<file path="src/rtl/seg_chase_pkg.sv">
// Shared constants and types for the figure-eight chase decoder.
// Segment patterns are active-high (bit0=a ... bit6=g, bit7=dp).
package seg_chase_pkg;

    localparam logic [7:0] SEG_A       = 8'h01;
    localparam logic [7:0] SEG_B       = 8'h02;
    localparam logic [7:0] SEG_C       = 8'h04;
    localparam logic [7:0] SEG_D       = 8'h08;
    localparam logic [7:0] SEG_E       = 8'h10;
    localparam logic [7:0] SEG_F       = 8'h20;
    localparam logic [7:0] SEG_G       = 8'h40;
    localparam logic [7:0] SEG_DP      = 8'h80;
    localparam logic [7:0] SEG_BLANK   = 8'h00;
    localparam logic [7:0] SEG_BLANK_N = 8'hFF;

    localparam logic [2:0] POS_A       = 3'd0;
    localparam logic [2:0] POS_B       = 3'd1;
    localparam logic [2:0] POS_G_UPPER = 3'd2;
    localparam logic [2:0] POS_E       = 3'd3;
    localparam logic [2:0] POS_D       = 3'd4;
    localparam logic [2:0] POS_C       = 3'd5;
    localparam logic [2:0] POS_G_LOWER = 3'd6;
    localparam logic [2:0] POS_F       = 3'd7;

    typedef enum logic {
        UNSYNC = 1'b0,
        LOCKED = 1'b1
    } state_e;

    // g maps to the upper crossing; the decoder resolves it from history.
    function automatic logic [2:0] seg_to_pos(input logic [7:0] p);
        logic [2:0] pos;
        case (p)
            SEG_A:   pos = POS_A;
            SEG_B:   pos = POS_B;
            SEG_G:   pos = POS_G_UPPER;
            SEG_E:   pos = POS_E;
            SEG_D:   pos = POS_D;
            SEG_C:   pos = POS_C;
            SEG_F:   pos = POS_F;
            default: pos = POS_A;
        endcase
        return pos;
    endfunction

endpackage

</file>
<file path="src/rtl/seg_chase_decoder_if.sv">
// Segment-bus and status bundle between the harness and the chase decoder.
interface seg_chase_decoder_if #(
    parameter int unsigned PERIOD_WIDTH = 16
);
    logic [7:0]              seg_n;
    logic                    clr_err;
    logic [2:0]              pos;
    logic                    pos_valid;
    logic                    step;
    logic [PERIOD_WIDTH-1:0] period;
    logic                    period_valid;
    logic                    err_pattern;
    logic                    err_seq;

    modport master (
        output seg_n,
        output clr_err,
        input  pos,
        input  pos_valid,
        input  step,
        input  period,
        input  period_valid,
        input  err_pattern,
        input  err_seq
    );

    modport slave (
        input  seg_n,
        input  clr_err,
        output pos,
        output pos_valid,
        output step,
        output period,
        output period_valid,
        output err_pattern,
        output err_seq
    );
endinterface

</file>
<file path="src/rtl/seg_input_filter.sv">
// Synchronises the asynchronous segment bus and accepts a pattern only after it
// has been stable for STABLE_CYCLES samples; emits a one-cycle accept pulse.
module seg_input_filter
    import seg_chase_pkg::*;
#(
    parameter int unsigned STABLE_CYCLES = 4
) (
    input  logic       i_clk,
    input  logic       i_reset,
    input  logic [7:0] i_seg_n,
    output logic [7:0] o_pattern,
    output logic       o_event
);
    localparam int unsigned CW = (STABLE_CYCLES > 1) ? $clog2(STABLE_CYCLES) : 1;
    localparam logic [CW-1:0] CNT_MAX = CW'(STABLE_CYCLES - 1);

    logic [7:0]    r_sync1;
    logic [7:0]    r_sync2;
    logic [7:0]    r_cand;
    logic [7:0]    r_accepted;
    logic [CW-1:0] r_cnt;
    logic          w_event;

    // Accept is combinational so the decoder registers it on the same edge
    // that the accepted register loads.
    assign w_event   = (r_cnt == CNT_MAX) && (r_sync2 == r_cand) && (r_cand != r_accepted);
    assign o_event   = w_event;
    assign o_pattern = ~r_cand;

    always_ff @(posedge i_clk or posedge i_reset) begin
        if (i_reset) begin
            r_sync1    <= SEG_BLANK_N;
            r_sync2    <= SEG_BLANK_N;
            r_cand     <= SEG_BLANK_N;
            r_accepted <= SEG_BLANK_N;
            r_cnt      <= '0;
        end else begin
            r_sync1 <= i_seg_n;
            r_sync2 <= r_sync1;
            if (r_sync2 != r_cand) begin
                r_cand <= r_sync2;
                r_cnt  <= '0;
            end else if (r_cnt != CNT_MAX) begin
                r_cnt <= r_cnt + 1'b1;
            end
            if (w_event) begin
                r_accepted <= r_cand;
            end
        end
    end

endmodule

</file>
<file path="src/rtl/seg_chase_decoder.sv">
// Recovers the figure-eight chase position from the filtered segment bus,
// measures the step period and flags illegal patterns and out-of-order steps.
module seg_chase_decoder
    import seg_chase_pkg::*;
#(
    parameter int unsigned STABLE_CYCLES = 4,
    parameter int unsigned PERIOD_WIDTH  = 16
) (
    input  logic           i_clk,
    input  logic           i_reset,
    seg_chase_decoder_if.slave bus
);
    localparam logic [PERIOD_WIDTH-1:0] CNT_ONE = PERIOD_WIDTH'(1);

    logic [7:0]              w_pat;
    logic                    w_event;
    logic                    w_onehot;
    logic                    w_illegal;
    logic [2:0]              w_map;
    logic [2:0]              w_next;
    logic                    w_is_step;
    logic [2:0]              w_target;

    state_e                  r_state;
    logic [2:0]              r_pos;
    logic                    r_pos_valid;
    logic                    r_step;
    logic [PERIOD_WIDTH-1:0] r_period;
    logic                    r_period_valid;
    logic                    r_err_pattern;
    logic                    r_err_seq;
    logic [PERIOD_WIDTH-1:0] r_cnt;

    seg_input_filter #(
        .STABLE_CYCLES(STABLE_CYCLES)
    ) u_filter (
        .i_clk    (i_clk),
        .i_reset  (i_reset),
        .i_seg_n  (bus.seg_n),
        .o_pattern(w_pat),
        .o_event  (w_event)
    );

    always_comb begin
        w_onehot  = (w_pat != SEG_BLANK) && ((w_pat & (w_pat - 8'd1)) == 8'd0);
        w_illegal = !w_onehot || (w_pat == SEG_DP);
        w_map     = seg_to_pos(w_pat);
        w_next    = r_pos + 3'd1;
        w_is_step = 1'b0;
        w_target  = w_map;
        // g is only a legal successor of b (upper crossing) or c (lower crossing).
        if (w_pat == SEG_G) begin
            if (r_pos == POS_B) begin
                w_is_step = 1'b1;
                w_target  = POS_G_UPPER;
            end else if (r_pos == POS_C) begin
                w_is_step = 1'b1;
                w_target  = POS_G_LOWER;
            end
        end else begin
            w_is_step = (w_map == w_next);
        end
    end

    always_ff @(posedge i_clk or posedge i_reset) begin
        if (i_reset) begin
            r_state        <= UNSYNC;
            r_pos          <= '0;
            r_pos_valid    <= 1'b0;
            r_step         <= 1'b0;
            r_period       <= '0;
            r_period_valid <= 1'b0;
            r_err_pattern  <= 1'b0;
            r_err_seq      <= 1'b0;
            r_cnt          <= '0;
        end else begin
            r_step <= 1'b0;
            if (bus.clr_err) begin
                r_err_pattern <= 1'b0;
                r_err_seq     <= 1'b0;
            end
            if (w_event) begin
                if (w_pat == SEG_BLANK) begin
                    r_state        <= UNSYNC;
                    r_pos_valid    <= 1'b0;
                    r_period_valid <= 1'b0;
                    r_cnt          <= '0;
                end else if (w_illegal) begin
                    r_err_pattern  <= 1'b1;
                    r_state        <= UNSYNC;
                    r_pos_valid    <= 1'b0;
                    r_period_valid <= 1'b0;
                    r_cnt          <= '0;
                end else if (r_state == UNSYNC) begin
                    if (w_pat != SEG_G) begin
                        r_pos       <= w_map;
                        r_state     <= LOCKED;
                        r_pos_valid <= 1'b1;
                        r_cnt       <= CNT_ONE;
                    end
                end else if (w_is_step) begin
                    r_pos          <= w_target;
                    r_step         <= 1'b1;
                    r_period       <= r_cnt;
                    r_period_valid <= 1'b1;
                    r_cnt          <= CNT_ONE;
                end else if (w_pat == SEG_G) begin
                    r_err_seq      <= 1'b1;
                    r_state        <= UNSYNC;
                    r_pos_valid    <= 1'b0;
                    r_period_valid <= 1'b0;
                    r_cnt          <= '0;
                end else begin
                    r_err_seq      <= 1'b1;
                    r_pos          <= w_map;
                    r_period_valid <= 1'b0;
                    r_cnt          <= CNT_ONE;
                end
            end else if ((r_state == LOCKED) && (r_cnt != '1)) begin
                r_cnt <= r_cnt + 1'b1;
            end
        end
    end

    assign bus.pos          = r_pos;
    assign bus.pos_valid    = r_pos_valid;
    assign bus.step         = r_step;
    assign bus.period       = r_period;
    assign bus.period_valid = r_period_valid;
    assign bus.err_pattern  = r_err_pattern;
    assign bus.err_seq      = r_err_seq;

endmodule

</file>
<file path="src/flat_wrapper.sv">
// flat-port wrapper written by rule: the top's interface ports become plain ports
module seg_chase_decoder_flat import seg_chase_pkg::*;
#(
    parameter int unsigned STABLE_CYCLES = 4,
    parameter int unsigned PERIOD_WIDTH  = 16
)
  (i_clk, i_reset, bus_seg_n, bus_clr_err, bus_pos, bus_pos_valid, bus_step, bus_period, bus_period_valid, bus_err_pattern, bus_err_seq);
  seg_chase_decoder_if #(.PERIOD_WIDTH(PERIOD_WIDTH)) bus_i ();
  input  logic i_clk;
  input  logic i_reset;
  input wire logic [$bits(bus_i.seg_n)-1:0] bus_seg_n;
  input wire logic [$bits(bus_i.clr_err)-1:0] bus_clr_err;
  output wire logic [$bits(bus_i.pos)-1:0] bus_pos;
  output wire logic [$bits(bus_i.pos_valid)-1:0] bus_pos_valid;
  output wire logic [$bits(bus_i.step)-1:0] bus_step;
  output wire logic [$bits(bus_i.period)-1:0] bus_period;
  output wire logic [$bits(bus_i.period_valid)-1:0] bus_period_valid;
  output wire logic [$bits(bus_i.err_pattern)-1:0] bus_err_pattern;
  output wire logic [$bits(bus_i.err_seq)-1:0] bus_err_seq;
  assign bus_i.seg_n = bus_seg_n;
  assign bus_i.clr_err = bus_clr_err;
  assign bus_pos = bus_i.pos;
  assign bus_pos_valid = bus_i.pos_valid;
  assign bus_step = bus_i.step;
  assign bus_period = bus_i.period;
  assign bus_period_valid = bus_i.period_valid;
  assign bus_err_pattern = bus_i.err_pattern;
  assign bus_err_seq = bus_i.err_seq;
  seg_chase_decoder #(.STABLE_CYCLES(STABLE_CYCLES), .PERIOD_WIDTH(PERIOD_WIDTH)) u_core (.i_clk(i_clk), .i_reset(i_reset), .bus(bus_i));
endmodule
</file>
<file path="config.mk">
export PLATFORM = sky130hd
export DESIGN_NAME = seg_chase_decoder_flat
export DESIGN_NICKNAME = d
export VERILOG_FILES = /design/src/rtl/seg_chase_pkg.sv /design/src/rtl/seg_chase_decoder_if.sv /design/src/rtl/seg_input_filter.sv /design/src/rtl/seg_chase_decoder.sv /design/src/flat_wrapper.sv
export SDC_FILE = /design/constraint.sdc
export NUM_CORES = 1
export LEC_CHECK = 0
export CAP_MARGIN = 20
export CORE_ASPECT_RATIO = 2
export CORE_MARGIN = 1
export CORE_UTILIZATION = 51
export DETAILED_ROUTE_END_ITERATION = 10
export PLACE_DENSITY = 0.85
export SLEW_MARGIN = 20
export SYNTH_ARGS = -nofsm -noshare
export SYNTH_HDL_FRONTEND = slang
export SYNTH_HIERARCHICAL = 1
export SYNTH_SLANG_ARGS = --single-unit
</file>
<file path="constraint.sdc">
create_clock -name i_clk -period 2.8 [get_ports i_clk]
set_input_delay 0.56 -clock i_clk [delete_from_list [all_inputs] [get_ports i_clk]]
set_output_delay 0.56 -clock i_clk [all_outputs]
set_load 0.01 [all_outputs]
</file>
Word-level counts from Yosys, hierarchy flattened
Cells that the tools add are included.
{"block": "totals", "register_bits": 75, "inputBits": 11, "out_inout_bits": 24, "elab_cells": 113}
{"block": "op_classes", "addsub": 4, "n_eq_ne": 21, "mux": 51, "n_bitwise": 4, "n_reduce_logical": 19}
{"op": "$mux W16", "count": 7}
{"op": "$mux W1", "count": 34}
{"op": "$mux W3", "count": 7}
{"op": "$pmux W3 S6", "count": 1}
{"op": "$add A16 B1 Y16 const B", "count": 1}
{"op": "$logic_not A8 Y1", "count": 2}
{"op": "$ne A16 B16 Y1 const B", "count": 1}
{"op": "$ne A8 B8 Y1", "count": 2}
{"op": "$reduce_and A5 Y1", "count": 2}
{"op": "$and A8 B8 Y8", "count": 1}
{"op": "$eq A8 B2 Y1 const B", "count": 1}
{"op": "$eq A8 B3 Y1 const B", "count": 1}
{"op": "$eq A8 B4 Y1 const B", "count": 1}
{"op": "$eq A8 B5 Y1 const B", "count": 1}
{"op": "$eq A8 B6 Y1 const B", "count": 1}
{"op": "$eq A8 B7 Y1 const B", "count": 1}
{"op": "$eq A8 B8 Y1", "count": 1}
{"op": "$eq A8 B8 Y1 const B", "count": 1}
{"op": "$ne A4 B3 Y1 const B", "count": 2}
{"op": "$ne A8 B7 Y1 const B", "count": 1}
{"op": "$not A8 Y8", "count": 1}
{"op": "$reduce_bool A8 Y1", "count": 1}
{"op": "$sub A8 B1 Y8 const B", "count": 1}
{"op": "$reduce_bool A2 Y1", "count": 3}
{"op": "other kinds (18)", "count": 24}

Logic depth before layout (Yosys ltp)
{"block": "depth", "word_depth": 10, "depth_mapped": 11, "ltp_nobuf": 10}

Modules after synthesis
Netlist, hierarchy kept.
{"mod": "seg_chase_decoder", "instances": 1, "cells_each": 223, "area_each_um2": 2319.7}
{"mod": "seg_input_filter", "instances": 1, "cells_each": 87, "area_each_um2": 1312.5}

Worst setup path after synthesis
No wires, ideal clock.
{"block": "synth_timing", "path_kind": "register to register", "start": "register u_core.u_filter.r_cand[5]", "end": "register u_core.r_cnt[7]", "setup_time_ns": 0.132, "arrival_time_ns": 2.617, "t_required_ns": 2.668, "slack_ns": 0.051, "stages_incl_launch_ff": 12, "path_buffers": 1, "period_less_slack_ns": 2.749, "cell_sequence": "dfstp_2 xor2_1 nor4_4 o2111ai_4 inv_1 inv_1 a31oi_1 o21bai_1 clkbuf_1 nor4_1 xnor2_1 nor2_1"}
{"block": "synth_between", "word_cells_on_any_way": 21, "classes_between": "add/sub (1); eq/ne (5); mux (3); bitwise (2); reduce/logical (10)"}
{"item": "start: declaration", "line_no": "seg_input_filter.sv:19", "source": "logic [7:0] r_cand;"}
{"item": "start signal: assignment", "line_no": "seg_input_filter.sv:41", "source": "r_cand <= r_sync2;"}
{"item": "$eq A8 B8 Y1", "line_no": "seg_input_filter.sv:26", "source": "assign w_event = (r_cnt == CNT_MAX) && (r_sync2 == r_cand) && (r_cand != r_accepted);"}
{"item": "$logic_and A1 B1 Y1", "line_no": "seg_input_filter.sv:26"}
{"item": "$logic_and A1 B1 Y1 *", "line_no": "seg_input_filter.sv:26"}
{"item": "net u_core.w_event", "line_no": "seg_chase_decoder.sv:16", "source": "logic w_event;"}
{"item": "$ne A5 B1 Y1 (no source line) / $reduce_bool A2 Y1 (equally long branches)"}
{"item": "$reduce_and A2 Y1 (no source line)"}
{"item": "end signal: assignment", "line_no": "seg_chase_decoder.sv:120", "source": "r_cnt <= r_cnt + 1'b1;"}
{"item": "end: declaration", "line_no": "seg_chase_decoder.sv:32", "source": "logic [PERIOD_WIDTH-1:0] r_cnt;"}
Mark *: on every way through the listed nets, which the timed path passes. The rest lies on a longest branch.
A chain may end at the register's enable or synchronous reset.

Worst setup path after layout
{"block": "layout_timing", "start": "register u_core.u_filter.r_cand[2]", "end": "register u_core.r_period[15] (netlist: u_core/bus.period[15])"}
{"block": "layout_between", "elab_chain_cells": 9, "word_cells_on_any_way": 26, "classes_between": "add/sub (1); eq/ne (10); mux (2); bitwise (4); reduce/logical (9)"}
{"item": "$not A8 Y8 *", "line_no": "seg_input_filter.sv:28", "source": "assign o_pattern = ~r_cand;"}
{"item": "net u_core.w_pat[2]", "line_no": "seg_chase_decoder.sv:15", "source": "logic [7:0] w_pat;"}
{"item": "$sub A8 B1 Y8", "line_no": "seg_chase_decoder.sv:45", "source": "w_onehot = (w_pat != SEG_BLANK) && ((w_pat & (w_pat - 8'd1)) == 8'd0);"}
{"item": "$and A8 B8 Y8", "line_no": "seg_chase_decoder.sv:45"}
{"item": "$logic_not A8 Y1", "line_no": "seg_chase_decoder.sv:45"}
{"item": "$logic_and A1 B1 Y1", "line_no": "seg_chase_decoder.sv:45"}
{"item": "$logic_not A1 Y1", "line_no": "seg_chase_decoder.sv:46", "source": "w_illegal = !w_onehot || (w_pat == SEG_DP);"}
{"item": "$logic_or A1 B1 Y1", "line_no": "seg_chase_decoder.sv:46"}
{"item": "$not A1 Y1 (no source line)"}
{"item": "$reduce_and A5 Y1 (no source line) *"}
{"item": "end signal: assignment", "line_no": "seg_chase_decoder.sv:104", "source": "r_period <= r_cnt;"}
{"item": "end: declaration", "line_no": "seg_chase_decoder.sv:28", "source": "logic [PERIOD_WIDTH-1:0] r_period;"}
Marked as above.

==> metrics.txt <==
TritonCTS clock tree done; FFs w/ async S/R, synth 100%; Final Hold Fails 0; H-tree lvl count 3; worst min path class flop to flop; largest net degree at the start of global routing 42; final setup vio count 1; drt first-iter violations 173; Core Util, Final 66.4%; Worst setup EP type flop; dpl hpwl 5170 microns; sequential share of the synthesized area 52.8%; via count around 2500; gp weighted congestion 0.877; Final period util 100%; layout net count 375; vias in the first global route between 2000 and 3000; CTS root buf clkbuf_16; Total GRT Usage 22.5%; Total Power 2.27 mW; ys flop type dfrtp_1; antenna fix cells 0; area leader, netlist dfrtp_1; VDD IR max 490 uV; pwr dens 497 nW/um^2; Post-Syn Area between 3000 and 4000 sq um; layout cells sized above 1 33.4%; hold buffers post-CTS 0; critical path type flop to flop; critical path required time 3020 ps; initial antenna violation count 0; number of synthesized flops with an enable pin 0; Max Clock Skew 7.11 ps; unique cell type count in the Yosys netlist 58; global-route wire length before repair 12000 microns; Avg WL per Cell approximately 17 microns; drt pass-1 iters 4; status finished, violations left; Reg clk slew, reported paths 60 ps; Top Ports 35; DIE WIDTH 61.7 microns; Post-Syn Instances 310; post-route ant nets 0; Initial Utilization 52.7%; drt drc 0; area delta synth->final 25.9%; syn nets 325; leading post-synthesis cells by cell area dfrtp_1 (30%), dfstp_2 (23%), mux2_4 (6.6%); Worst Tran Pin Value 517 ps; post-DR vias/cell roughly 5.6; core box area around 6900 sq um; setup ws final -5.30 ps; failing checks setup timing; Leak 1.90 nW; Num CTS Buffers 9; Port Buf Inserts 34; max-cap violation count 0; CTS Buffer Depth 2; Slew Viols, Final 0; crit path DAT 3030 ps; Max-slew headroom between 60% and 70%; die height between 100 and 150 microns; final wirelength 7600 microns; top post-synthesis cells by count dfrtp_1 (43), dfstp_2 (32), nor2_1 (26); GR Overflow Total 0; worst-skew pair later-pin latency 340 ps; top-area cell type share of the netlist area 29.6%; Syn Area/Cell 11.7 sq um; fillers 533; Startpoint Class flop; Die ar. approximately 7500 sq um; fmax 0.356 GHz; Yosys warnings 6; maximum fanout along the worst path 10; RSZ-0062 raised after global routing yes; clk sink count 75; Seq cells post-synth 75; most instantiated library cell after synthesis dfrtp_1; row count 43; fin crit period ~2800 ps
==> sequential cells by signal, indices dropped and copies added, names as in the netlist, 2 cells and up, named ones only <==
register	cells
u_core/u_filter/r_sync2	8
u_core/u_filter/r_cnt	2
u_core/bus.pos	2
u_core/bus.period	16
u_core/r_cnt	16
u_core/u_filter/r_sync1	8
u_core/u_filter/r_accepted	8
u_core/u_filter/r_cand	8
==> worst max-delay path: stages (launching register included) <==
cell        delay (ps)
dfstp_2            590
clkinvlp_4         160
or4_4              580
o22ai_1            270
a22oi_1            180
a31oi_4            200
nor3_4              70
buf_12             150
clkbuf_16          170
mux2_4             310
==> per-layer routing <==
metal	part of all wire (%)	GRT usage [%]	wire, microns
met3	3.1	4.90	233
met5	0	0	0
met4	5.7	15.7	431
met1	34	22.6	2570
met2	57	38.6	4370
==> cells in the final DEF, fill, tap and decap left out, types with 14 or more instances in the layout <==
cell and instances:
buf_4 18, clkdlybuf4s50_1 34, dfrtp_1 43, dfstp_2 32, inv_1 19, mux2_4 16
nand2_1 18, nor2_1 25, xnor2_1 20, xor2_1 14
==> where the power goes <==
part | switching, mW | internal (mW) | leakage [nW]
clock network | 0.432 | 0.595 | 0.133
registers | 0.0142 | 1.12 | 0.936
logic | 0.0694 | 0.0445 | 0.826
total | 0.516 | 1.76 | 1.90
==> area by class of cell <==
cell class	count	area, sq um	share of cell area, %
flip-flops and latches	75	1920	41.9
multi-input cells	196	1620	35.5
repair buffers	56	566	12.4
clock buffers	9	225	4.92
well taps	90	113	2.46
inverters	22	86.3	1.89
clock inverters	7	43.8	0.957
==> cell families (layout without fill, tap and decap cells) <==
| group | count (synthesis) | in the layout | share of synthesized area [%] |
|---|---|---|---|
| simple gates | 95 | 95 | 14.8 |
| flops | 75 | 75 | 52.8 |
| buf+inv | 39 | 94 | 4.99 |
| compound gates | 37 | 37 | 8.20 |
| xor+xnor | 34 | 34 | 8.20 |
| mux | 26 | 26 | 9.65 |
| fa+ha+maj | 4 | 4 | 1.38 |
==> through the flow <==
stage          cell area [sq um]  cells  TNS (ps)  hold slack [ps]  worst slack (ps)
4_1_cts                     4400    448         0              356              13.6
2_1_floorplan               3630    310         0              345              51.0
5_1_grt                     4570    455      -370              355              -103
6_report                    4570    455     -5.30              355             -5.30
3_5_place_dp                4120    432      -336              347             -27.5
3_3_place_gp                4120    432         0              346              93.2
==> timing repair <==
action                     in CTS  in global routing
gates resized for setup         1                 18
hold endpoints to repair        0                  0
buffers inserted                0                  5
pin swaps                       0                  2
setup endpoints to repair      16                 30
cloned                          0                  2
==> final timing paths <==
path | slack (ps) | end | depth (start not counted) | from
max reg2reg | -5 | u_core/bus.period[15]$_DFFE_PP0P_ | 9 | u_core/u_filter/r_cand[2]$_DFFE_PP1P_
min | 350 | u_core/u_filter/r_sync2[3]$_DFF_PP1_ | 0 | u_core/u_filter/r_sync1[3]$_DFF_PP1_
min in group asynchronous | 650 | u_core/u_filter/r_cnt[0]$_DFFE_PP0P_ | 3 | i_reset
max in group asynchronous | 1760 | u_core/bus.period[1]$_DFFE_PP0P_ | 3 | i_reset
max | -5 | u_core/bus.period[15]$_DFFE_PP0P_ | 9 | u_core/u_filter/r_cand[2]$_DFFE_PP1P_
min reg2reg | 350 | u_core/u_filter/r_sync2[3]$_DFF_PP1_ | 0 | u_core/u_filter/r_sync1[3]$_DFF_PP1_
Power figures use the tool's default switching activity.
